$ cat src/rtl/adder_arbiter_if.sv
// Request/result bundle for the shared-adder arbiter.
// The arbiter takes the slave view; the requesters and result consumer take the master view.
interface adder_arbiter_if #(
  parameter int NUM_REQ = 4,
  parameter int DATA_W  = 32
);
  localparam int ID_W = $clog2(NUM_REQ);

  logic [NUM_REQ-1:0]        req_valid;
  logic [NUM_REQ-1:0]        req_ready;
  logic [NUM_REQ*DATA_W-1:0] req_a;
  logic [NUM_REQ*DATA_W-1:0] req_b;
  logic                      out_valid;
  logic                      out_ready;
  logic [DATA_W-1:0]         out_result;
  logic                      out_carry;
  logic [ID_W-1:0]           out_id;

  modport master (
    output req_valid, req_a, req_b, out_ready,
    input  req_ready, out_valid, out_result, out_carry, out_id
  );

  modport slave (
    input  req_valid, req_a, req_b, out_ready,
    output req_ready, out_valid, out_result, out_carry, out_id
  );
endinterface

$ cat src/rtl/adder_arbiter.sv
// One adder shared round-robin between NUM_REQ requesters.
// The result sits in a single-entry buffer that refills in the same cycle it drains.
module adder_arbiter #(
  parameter int NUM_REQ = 4,
  parameter int DATA_W  = 32
) (
  input logic              clk,
  input logic              rst_n,
  adder_arbiter_if.slave   bus
);
  localparam int          ID_W = $clog2(NUM_REQ);
  localparam int unsigned N    = NUM_REQ;

  logic [ID_W-1:0]   rr_ptr;
  logic [ID_W-1:0]   grant_idx;
  logic [ID_W-1:0]   cand;
  logic              grant_found;
  logic              can_accept;
  logic              xfer;
  logic [DATA_W-1:0] a_sel;
  logic [DATA_W-1:0] b_sel;
  logic [DATA_W:0]   sum;

  // First valid requester scanning upward from rr_ptr, wrapping at NUM_REQ.
  always_comb begin
    grant_found = 1'b0;
    grant_idx   = '0;
    cand        = '0;
    for (int unsigned k = 0; k < N; k++) begin
      cand = ID_W'((32'(rr_ptr) + k) % N);
      if (!grant_found && bus.req_valid[cand]) begin
        grant_found = 1'b1;
        grant_idx   = cand;
      end
    end
  end

  assign can_accept = !bus.out_valid || bus.out_ready;
  // rst_n gates the grant so nothing handshakes while reset is held.
  assign xfer       = grant_found && can_accept && rst_n;

  always_comb begin
    bus.req_ready = '0;
    if (xfer) bus.req_ready[grant_idx] = 1'b1;
  end

  always_comb begin
    a_sel = '0;
    b_sel = '0;
    for (int unsigned k = 0; k < N; k++) begin
      if (ID_W'(k) == grant_idx) begin
        a_sel = bus.req_a[k*DATA_W +: DATA_W];
        b_sel = bus.req_b[k*DATA_W +: DATA_W];
      end
    end
  end

  assign sum = {1'b0, a_sel} + {1'b0, b_sel};

  always_ff @(posedge clk or negedge rst_n) begin
    if (!rst_n) begin
      bus.out_valid  <= 1'b0;
      bus.out_result <= '0;
      bus.out_carry  <= 1'b0;
      bus.out_id     <= '0;
      rr_ptr         <= '0;
    end else if (xfer) begin
      bus.out_valid  <= 1'b1;
      bus.out_result <= sum[DATA_W-1:0];
      bus.out_carry  <= sum[DATA_W];
      bus.out_id     <= grant_idx;
      if (32'(grant_idx) == N - 1) rr_ptr <= '0;
      else                         rr_ptr <= grant_idx + ID_W'(1);
    end else if (bus.out_ready) begin
      bus.out_valid  <= 1'b0;
    end
  end
endmodule

$ cat src/flat_wrapper.sv
// flat-port wrapper written by rule: the top's interface ports become plain ports
module adder_arbiter_flat 
#(
  parameter int NUM_REQ = 4,
  parameter int DATA_W  = 32
)
  (clk, rst_n, bus_req_valid, bus_req_a, bus_req_b, bus_out_ready, bus_req_ready, bus_out_valid, bus_out_result, bus_out_carry, bus_out_id);
  adder_arbiter_if #(.NUM_REQ(NUM_REQ), .DATA_W(DATA_W)) bus_i ();
  input logic clk;
  input logic rst_n;
  input wire logic [$bits(bus_i.req_valid)-1:0] bus_req_valid;
  input wire logic [$bits(bus_i.req_a)-1:0] bus_req_a;
  input wire logic [$bits(bus_i.req_b)-1:0] bus_req_b;
  input wire logic [$bits(bus_i.out_ready)-1:0] bus_out_ready;
  output wire logic [$bits(bus_i.req_ready)-1:0] bus_req_ready;
  output wire logic [$bits(bus_i.out_valid)-1:0] bus_out_valid;
  output wire logic [$bits(bus_i.out_result)-1:0] bus_out_result;
  output wire logic [$bits(bus_i.out_carry)-1:0] bus_out_carry;
  output wire logic [$bits(bus_i.out_id)-1:0] bus_out_id;
  assign bus_i.req_valid = bus_req_valid;
  assign bus_i.req_a = bus_req_a;
  assign bus_i.req_b = bus_req_b;
  assign bus_i.out_ready = bus_out_ready;
  assign bus_req_ready = bus_i.req_ready;
  assign bus_out_valid = bus_i.out_valid;
  assign bus_out_result = bus_i.out_result;
  assign bus_out_carry = bus_i.out_carry;
  assign bus_out_id = bus_i.out_id;
  adder_arbiter #(.NUM_REQ(NUM_REQ), .DATA_W(DATA_W)) u_core (.clk(clk), .rst_n(rst_n), .bus(bus_i));
endmodule
$ cat config.mk
export PLATFORM = sky130hd
export DESIGN_NAME = adder_arbiter_flat
export DESIGN_NICKNAME = d
export VERILOG_FILES = /design/src/rtl/adder_arbiter_if.sv /design/src/rtl/adder_arbiter.sv /design/src/flat_wrapper.sv
export SDC_FILE = /design/constraint.sdc
export NUM_CORES = 1
export LEC_CHECK = 0
export CAP_MARGIN = 30
export CORE_ASPECT_RATIO = 0.8
export CORE_MARGIN = 3
export CORE_UTILIZATION = 43
export DETAILED_ROUTE_END_ITERATION = 8
export GPL_TIMING_DRIVEN = 1
export HOLD_SLACK_MARGIN = 0.08
export PLACE_DENSITY = 0.95
export SLEW_MARGIN = 20
export SYNTH_ARGS = -nofsm -noshare
export SYNTH_HDL_FRONTEND = slang
export SYNTH_SLANG_ARGS = --single-unit
$ cat constraint.sdc
create_clock -name clk -period 7.7 [get_ports clk]
set_clock_uncertainty 0.1 [all_clocks]
set_input_delay 1.155 -clock clk [delete_from_list [all_inputs] [get_ports clk]]
set_output_delay 1.155 -clock clk [all_outputs]
set_load 0.01 [all_outputs]
* After elaboration in Yosys (flattened, before gate mapping)
Cells that the tools add are included.
** Storage, ports and cells
- Bits in registers :: 38
- Input bits :: 263
- Output and inout port bits :: 40
- Word-level logic and storage cells :: 63
** Cells by class
- $add $sub $neg :: 5
- Order comparisons :: 6
- Equal/unequal tests :: 4
- Multiplexer cells :: 30
- Reductions and logical operators :: 13
** Operators with widths (number)
- $mux W32 :: 8
- $add A32 B32 Y33 :: 1
- $lt A2 B3 Y1 const B :: 5
- $mux W1 :: 11
- $mux W2 :: 5
- $bmux W1 S2 :: 4
- $logic_and A1 B1 Y1 :: 6
- $add A2 B1 Y2 const B :: 2
- $add A2 B2 Y2 const B :: 2
- $eq A2 B2 Y1 const A :: 2
- $logic_not A1 Y1 :: 4
- $mux W4 :: 1
- $demux W1 S2 :: 1
- $eq A1 B2 Y1 const A :: 1
- $eq A2 B2 Y1 const B :: 1
- $ge A2 B1 Y1 const B :: 1
- $logic_not A2 Y1 :: 1
- $reduce_bool A2 Y1 :: 1
- $logic_or A1 B1 Y1 :: 1

* Longest topological paths before layout
- Word-level depth :: 18
- Gate-level depth with buffers :: 24
- Gate-level depth less buffers :: 22

* Worst setup path after synthesis
No wires, ideal clock.
- Path kind :: input to register
- Start point :: input port bus_req_valid[2]
- End point :: register u_core.bus.out_result[30]
- Library setup time :: 0.090 ns
- Data arrival time :: 5.031 ns
- Data required time :: 7.510 ns
- Slack :: 2.480 ns
- Stages :: 19
- Buffers on the path :: 2
- Cell sequence :: or4_4 and2_1 ha_1 clkbuf_1 clkbuf_1 a21oi_1 nor2_1 a21oi_1 o21ai_0 ha_1 fa_1 a211oi_1 o21ai_1 nand3_1 nand4_1 a21oi_2 a31oi_1 or4b_1 o2111ai_1
** Between the ends
- Longest elaborated chain between the ends :: 18
- Elaborated cells on any way between the ends :: 37
- Classes of those cells :: add/sub (1); eq/ne (3); mux (24); reduce/logical (9)
** RTL lines
- start: declaration :: RTL line flat_wrapper.sv:11 : input wire logic [$bits(bus_i.req_valid)-1:0] bus_req_valid;
- $bmux W1 S2 :: RTL line adder_arbiter.sv:31 : if (!grant_found && bus.req_valid[cand]) begin
- $mux W1 (implied by the code) :: RTL line adder_arbiter.sv:31
- $mux W1 :: RTL line adder_arbiter.sv:31
- $logic_not A1 Y1 :: RTL line adder_arbiter.sv:31
- $logic_and A1 B1 Y1 :: RTL line adder_arbiter.sv:31
- $mux W1 :: RTL line adder_arbiter.sv:31
- $logic_not A1 Y1 :: RTL line adder_arbiter.sv:31
- $logic_and A1 B1 Y1 :: RTL line adder_arbiter.sv:31
- $mux W1 :: RTL line adder_arbiter.sv:31
- $logic_not A1 Y1 :: RTL line adder_arbiter.sv:31
- $logic_and A1 B1 Y1 :: RTL line adder_arbiter.sv:31
- $mux W2 (*) :: RTL line adder_arbiter.sv:31
- via u_core.grant_idx[0] :: RTL line adder_arbiter.sv:15 : logic [ID_W-1:0] grant_idx;
- $logic_not A2 Y1 :: RTL line adder_arbiter.sv:51 : if (ID_W'(k) == grant_idx) begin
- $mux W32 (4 in a row) :: RTL line adder_arbiter.sv:51
- $add A32 B32 Y33 (*) :: RTL line adder_arbiter.sv:58 : assign sum = {1'b0, a_sel} + {1'b0, b_sel};
- end signal: assignment :: RTL line adder_arbiter.sv:69 : bus.out_result <= sum[DATA_W-1:0];
- end: declaration :: RTL line adder_arbiter_if.sv:26 : output req_ready, out_valid, out_result, out_carry, out_id
Mark *: on every way through the listed nets, which the timed path passes. The rest lies on a longest branch. The select of a mux whose other input is x is not followed.
A chain may end at the register's enable or synchronous reset.

* Worst setup path in the final report
- Start point :: input port bus_req_valid[1]
- End point :: register u_core.bus.out_result[29]
The elaborated chain is that of the path after synthesis.

==> key figures <==
Critical path
  – Register-to-register setup slack: 2230 ps
  – Sequence of cells on the critical path: clkdlybuf4s50_1 > mux2i_1 > a221oi_1 > and2_1 > ha_4 > buf_4 > nor2_1 > a21oi_1 > nor2_1 > a21oi_1 > o21ai_0 > ha_1 > and2_1 > and4_1 > a21oi_2 > o31ai_1 > a41oi_1 > xor2_1 > o21ai_1
  – Endpoint class of the critical path: flip-flop
  – Depth of the critical timing path with buffers and inverters included: 19
  – WS Path Type: in2reg
  – Cell family contributing the most delay on the critical path: compound AO/OA/AOI/OAI gates
  – Number of cells on the worst reg-to-reg path: 19
  – Crit path max fanout: just under 80
  – Reg-to-reg endpoint: u_core.bus.out_result[29]
  – Slowest stage cell, crit path: sky130_fd_sc_hd__ha_4
  – Startpoint of the worst-slack reg-to-reg timing path: u_core.rr_ptr[0]
  – Crit path buffers/inverters: 2
  – CP Data Required Time: about 7800 ps
  – Arrival time worst endpoint: ~6400 ps
  – Delay of the slowest cell on the worst path: between 600 and 700 ps
  – Startpoint types: input pin

Floorplanning
  – Horizontal die dimension: between 100 and 150 um
  – Top-level I/O count: roughly 300
  – Placeable core area: ~0.012 sq mm
  – Starting density of the core: between 40% and 50%
  – Std cell rows: 35
  – Area of the die: approximately 0.014 sq mm
  – Die boundary height: 105 um

Power
  – Proportion of power drawn by flip-flops and latches: 11.4%
  – Switch share: 52.9%
  – Total power divided by cell area: 361 mW/mm^2
  – Sum of internal, switching and leakage power: 0.00306 W
  – Share of total power in the clock network: 6.8%
  – Relative contribution of combinational cells to total power: around 82%
  – Internal power contribution: ~0.0014 W
  – Switching power summed over all nets: 0.00162 W
  – Peak supply drop: around 180 uV
  – Reported leakage power: between 3 and 4 nW

Global routing
  – Global routing met3 resource utilization: around 6.5%
  – Overflow after GRT: 0
  – Global router's overall resource usage: just over 30%
  – First-pass GRT wire length: 33.3 mm
  – Most used routing layer: met2
  – Grt met1 use: 35.8%
  – Number of global-route vias before repair: 6695
  – GR Util met2: between 50 and 60%
  – Number of antenna violations at the first check in global routing: 1
  – Maximum number of pins on one net before global-route repair: between 80 and 90

Synth
  – Post-Syn Instances: between 800 and 900
  – Number of warnings reported in the yosys synthesis log: 0
  – EDFF count, synth: 0
  – Flops & latches, synth: 38
  – Fraction of the yosys area taken by sequential cells: around 18%
  – Post-synth cell types: 57
  – Average footprint of a synthesized cell: between 6 and 7 sq um
  – Predominant post-synthesis flop cell: sky130_fd_sc_hd__dfrtp_1
  – Synthesized area: approximately 0.0053 sq mm
  – Post-synthesis net count: ~1200
  – Ys async rst share: 100%

Drt
  – Total wire length after detailed routing: 22.3 mm
  – DRC errors left: 0
  – Routed vias: between 7000 and 8000
  – Via density: ~5.6
  – Antenna violation net count after detailed routing: 0
  – Violation count after the first detailed-routing iteration: 529
  – Average wire per cell in the routed design: approximately 18 um
  – Pre-antenna DRT Iters: 5

Outcome
  – Status: completed

Placement
  – IO buf count: 302
  – Half-perimeter wire length after detailed placement: 17.8 mm
  – GPL Wtd Cong: 0.984

CTS
  – Cts bufs inserted: 5
  – Postcts setup bufs: 0
  – Worst skew pair latency: around 280 ps
  – Number of gates given a new drive strength after cts: 0
  – Post-CTS Hold Buffers: 0
  – CTS sink count: 38
  – CTS tree: done
  – Clock Tree Root: sky130_fd_sc_hd__clkbuf_16
  – Clock slew at reported path FFs: ~50 ps
  – Maximum count of clock buffers along a single path: 2
  – # H-tree levels: 2

STA
  – Highest clock frequency the design can meet: 157 MHz
  – Final critical delay including setup and external delays: between 6000 and 7000 ps
  – Setup_tns: 0 ps
  – Final max-slew violation count: 0
  – Min Hold Slack: about 380 ps
  – Hold Violations, Final: 0
  – Number of failing setup endpoints in the final timing report: 0
  – Setup repair after global routing missed its margin: no
  – Tightest slew margin relative to the limit: a little over two fifths
  – Transition time at the pin with the least slew margin: between 800 and 900 ps
  – Period Utilization, post-route: between 80 and 90%

Finish
  – Fraction of layout cells with a size suffix above 1: 2.76%
  – Multi-input gate area in the final layout: about 0.004 sq mm
  – Fillcell total: between 900 and 1000
  – Register area: ~950 sq um
  – Final nets: ~1400
  – Layout overhead on the synthesized area: 61.2%

Run
  – # Max-Cap Violations: 0

Hold path
  – WHS Endpoint: u_core.bus.out_result[6]
  – Hold Crit Class: reg2reg
  – Startpoint of the tightest hold check path: u_core.bus.out_result[6]
  – Cell depth of the worst hold path: 2
-- registers in the layout, indices dropped and copies added, names as in the netlist --
register and flops:
u_core.bus.out_carry 1, u_core.bus.out_id 2, u_core.bus.out_result 32, u_core.bus.out_valid 1
u_core.rr_ptr 2
-- placed cells by master (no fill, tap or decap), drive strengths merged, types with 2 or more instances in the layout --
| cell type | instances |
|---|---|
| nand2b | 2 |
| a2111oi | 2 |
| a211oi | 5 |
| mux2i | 2 |
| nand4 | 9 |
| a41oi | 2 |
| or4 | 2 |
| o21ai | 108 |
| a21oi | 159 |
| nor2 | 138 |
| buf | 8 |
| o21a | 3 |
| nand3 | 10 |
| inv | 8 |
| xor2 | 12 |
| and2 | 9 |
| ha | 36 |
| a31oi | 5 |
| dfrtp | 38 |
| o21bai | 7 |
| o31ai | 3 |
| clkbuf | 7 |
| a21boi | 2 |
| and3 | 2 |
| clkdlybuf4s50 | 301 |
| nor3 | 3 |
| xnor2 | 14 |
| a21o | 15 |
| nand2 | 193 |
-- tightest hold or removal path: stages, from the launching register on --
cell and delay, ps:
sky130_fd_sc_hd__dfrtp_1 340, sky130_fd_sc_hd__nand2_1 40, sky130_fd_sc_hd__o21ai_0 60
-- power groups by stage --
| stage | Clock (W) | Combinational, W | Sequential [W] |
|---|---|---|---|
| 6_report | 0.000207 | 0.00250 | 0.000348 |
| 5_1_grt | 0.000219 | 0.00276 | 0.000360 |
| 4_1_cts | 0.000207 | 0.00246 | 0.000348 |
| 3_5_place_dp | 0 | 0.00244 | 0.000350 |
| 3_3_place_gp | 0 | 0.00239 | 0.000348 |
| 2_1_floorplan | 0 | 0.00161 | 0.000383 |
-- per-layer routing --
| layer | vias up | wire length, um |
|---|---|---|
| li1 | 3517 | - |
| met1 | 3129 | 8470 |
| met2 | 366 | 10900 |
| met3 | 67 | 2040 |
| met4 | 0 | 961 |
| met5 | - | 0 |
-- kinds of logic after synthesis --
logic type	synth area share (%)
AOI/OAI and AO/OA	34.0
xor gates and xnor gates	4.33
adders and majority gates	8.95
buffers and inverters	5.31
DFF	18.1
muxes	0.381
and+or+nand+nor	29.0
-- how the worst max path moves through the flow --
stage	from	endpoint
2_1_floorplan	bus_req_valid[2]	u_core.bus.out_result[30]
5_1_grt	bus_req_valid[1]	u_core.bus.out_result[29]
3_5_place_dp	bus_req_valid[1]	u_core.bus.out_result[29]
4_1_cts	bus_req_valid[1]	u_core.bus.out_result[29]
6_report	bus_req_valid[1]	u_core.bus.out_result[29]
3_3_place_gp	bus_req_valid[1]	u_core.bus.out_result[30]
-- through the flow --
step                util, %  cell area [sq um]  setup WS (ps)  std cells
floorplan                 -               5260           2480        870
global placement       70.7               8300           1300       1264
detailed placement     70.7               8300           1150       1264
CTS                    72.0               8450           1390       1272
global route           72.2               8470            747       1274
finish                 72.2               8470           1320       1274
-- synthesized netlist by cell type (all sizes together) (2+ instances only) --
cell type | count | area, sq um
a211oi | 5 | 42.5
a21oi | 159 | 803
or4 | 2 | 18.8
xor2 | 12 | 105
a31oi | 5 | 31.3
and3 | 2 | 12.5
nor2 | 138 | 518
a2111oi | 2 | 23.8
nand2 | 193 | 724
nand2b | 2 | 12.5
xnor2 | 14 | 123
nor3 | 3 | 15.0
o21ai | 108 | 541
o31ai | 3 | 22.5
a21boi | 2 | 15.0
o21a | 3 | 22.5
and2 | 9 | 57.6
a21o | 15 | 116
clkbuf | 54 | 204
o21bai | 7 | 52.6
nand4 | 9 | 56.3
ha | 36 | 450
dfrtp | 38 | 951
a41oi | 2 | 17.5
nand3 | 10 | 50.1
mux2i | 2 | 20.0
buf | 8 | 45.0
inv | 8 | 30.0
-- area by class of cell --
type	count	area share [%]
sequential	38	11.2
clock buffer	7	1.68
timing repair buffer	309	36.4
inverter	8	0.355
antenna	1	0.0295
multi-input combinational	762	48.1
clock inverter	1	0.0591
tap	148	2.19
Power figures use the tool's default switching activity.
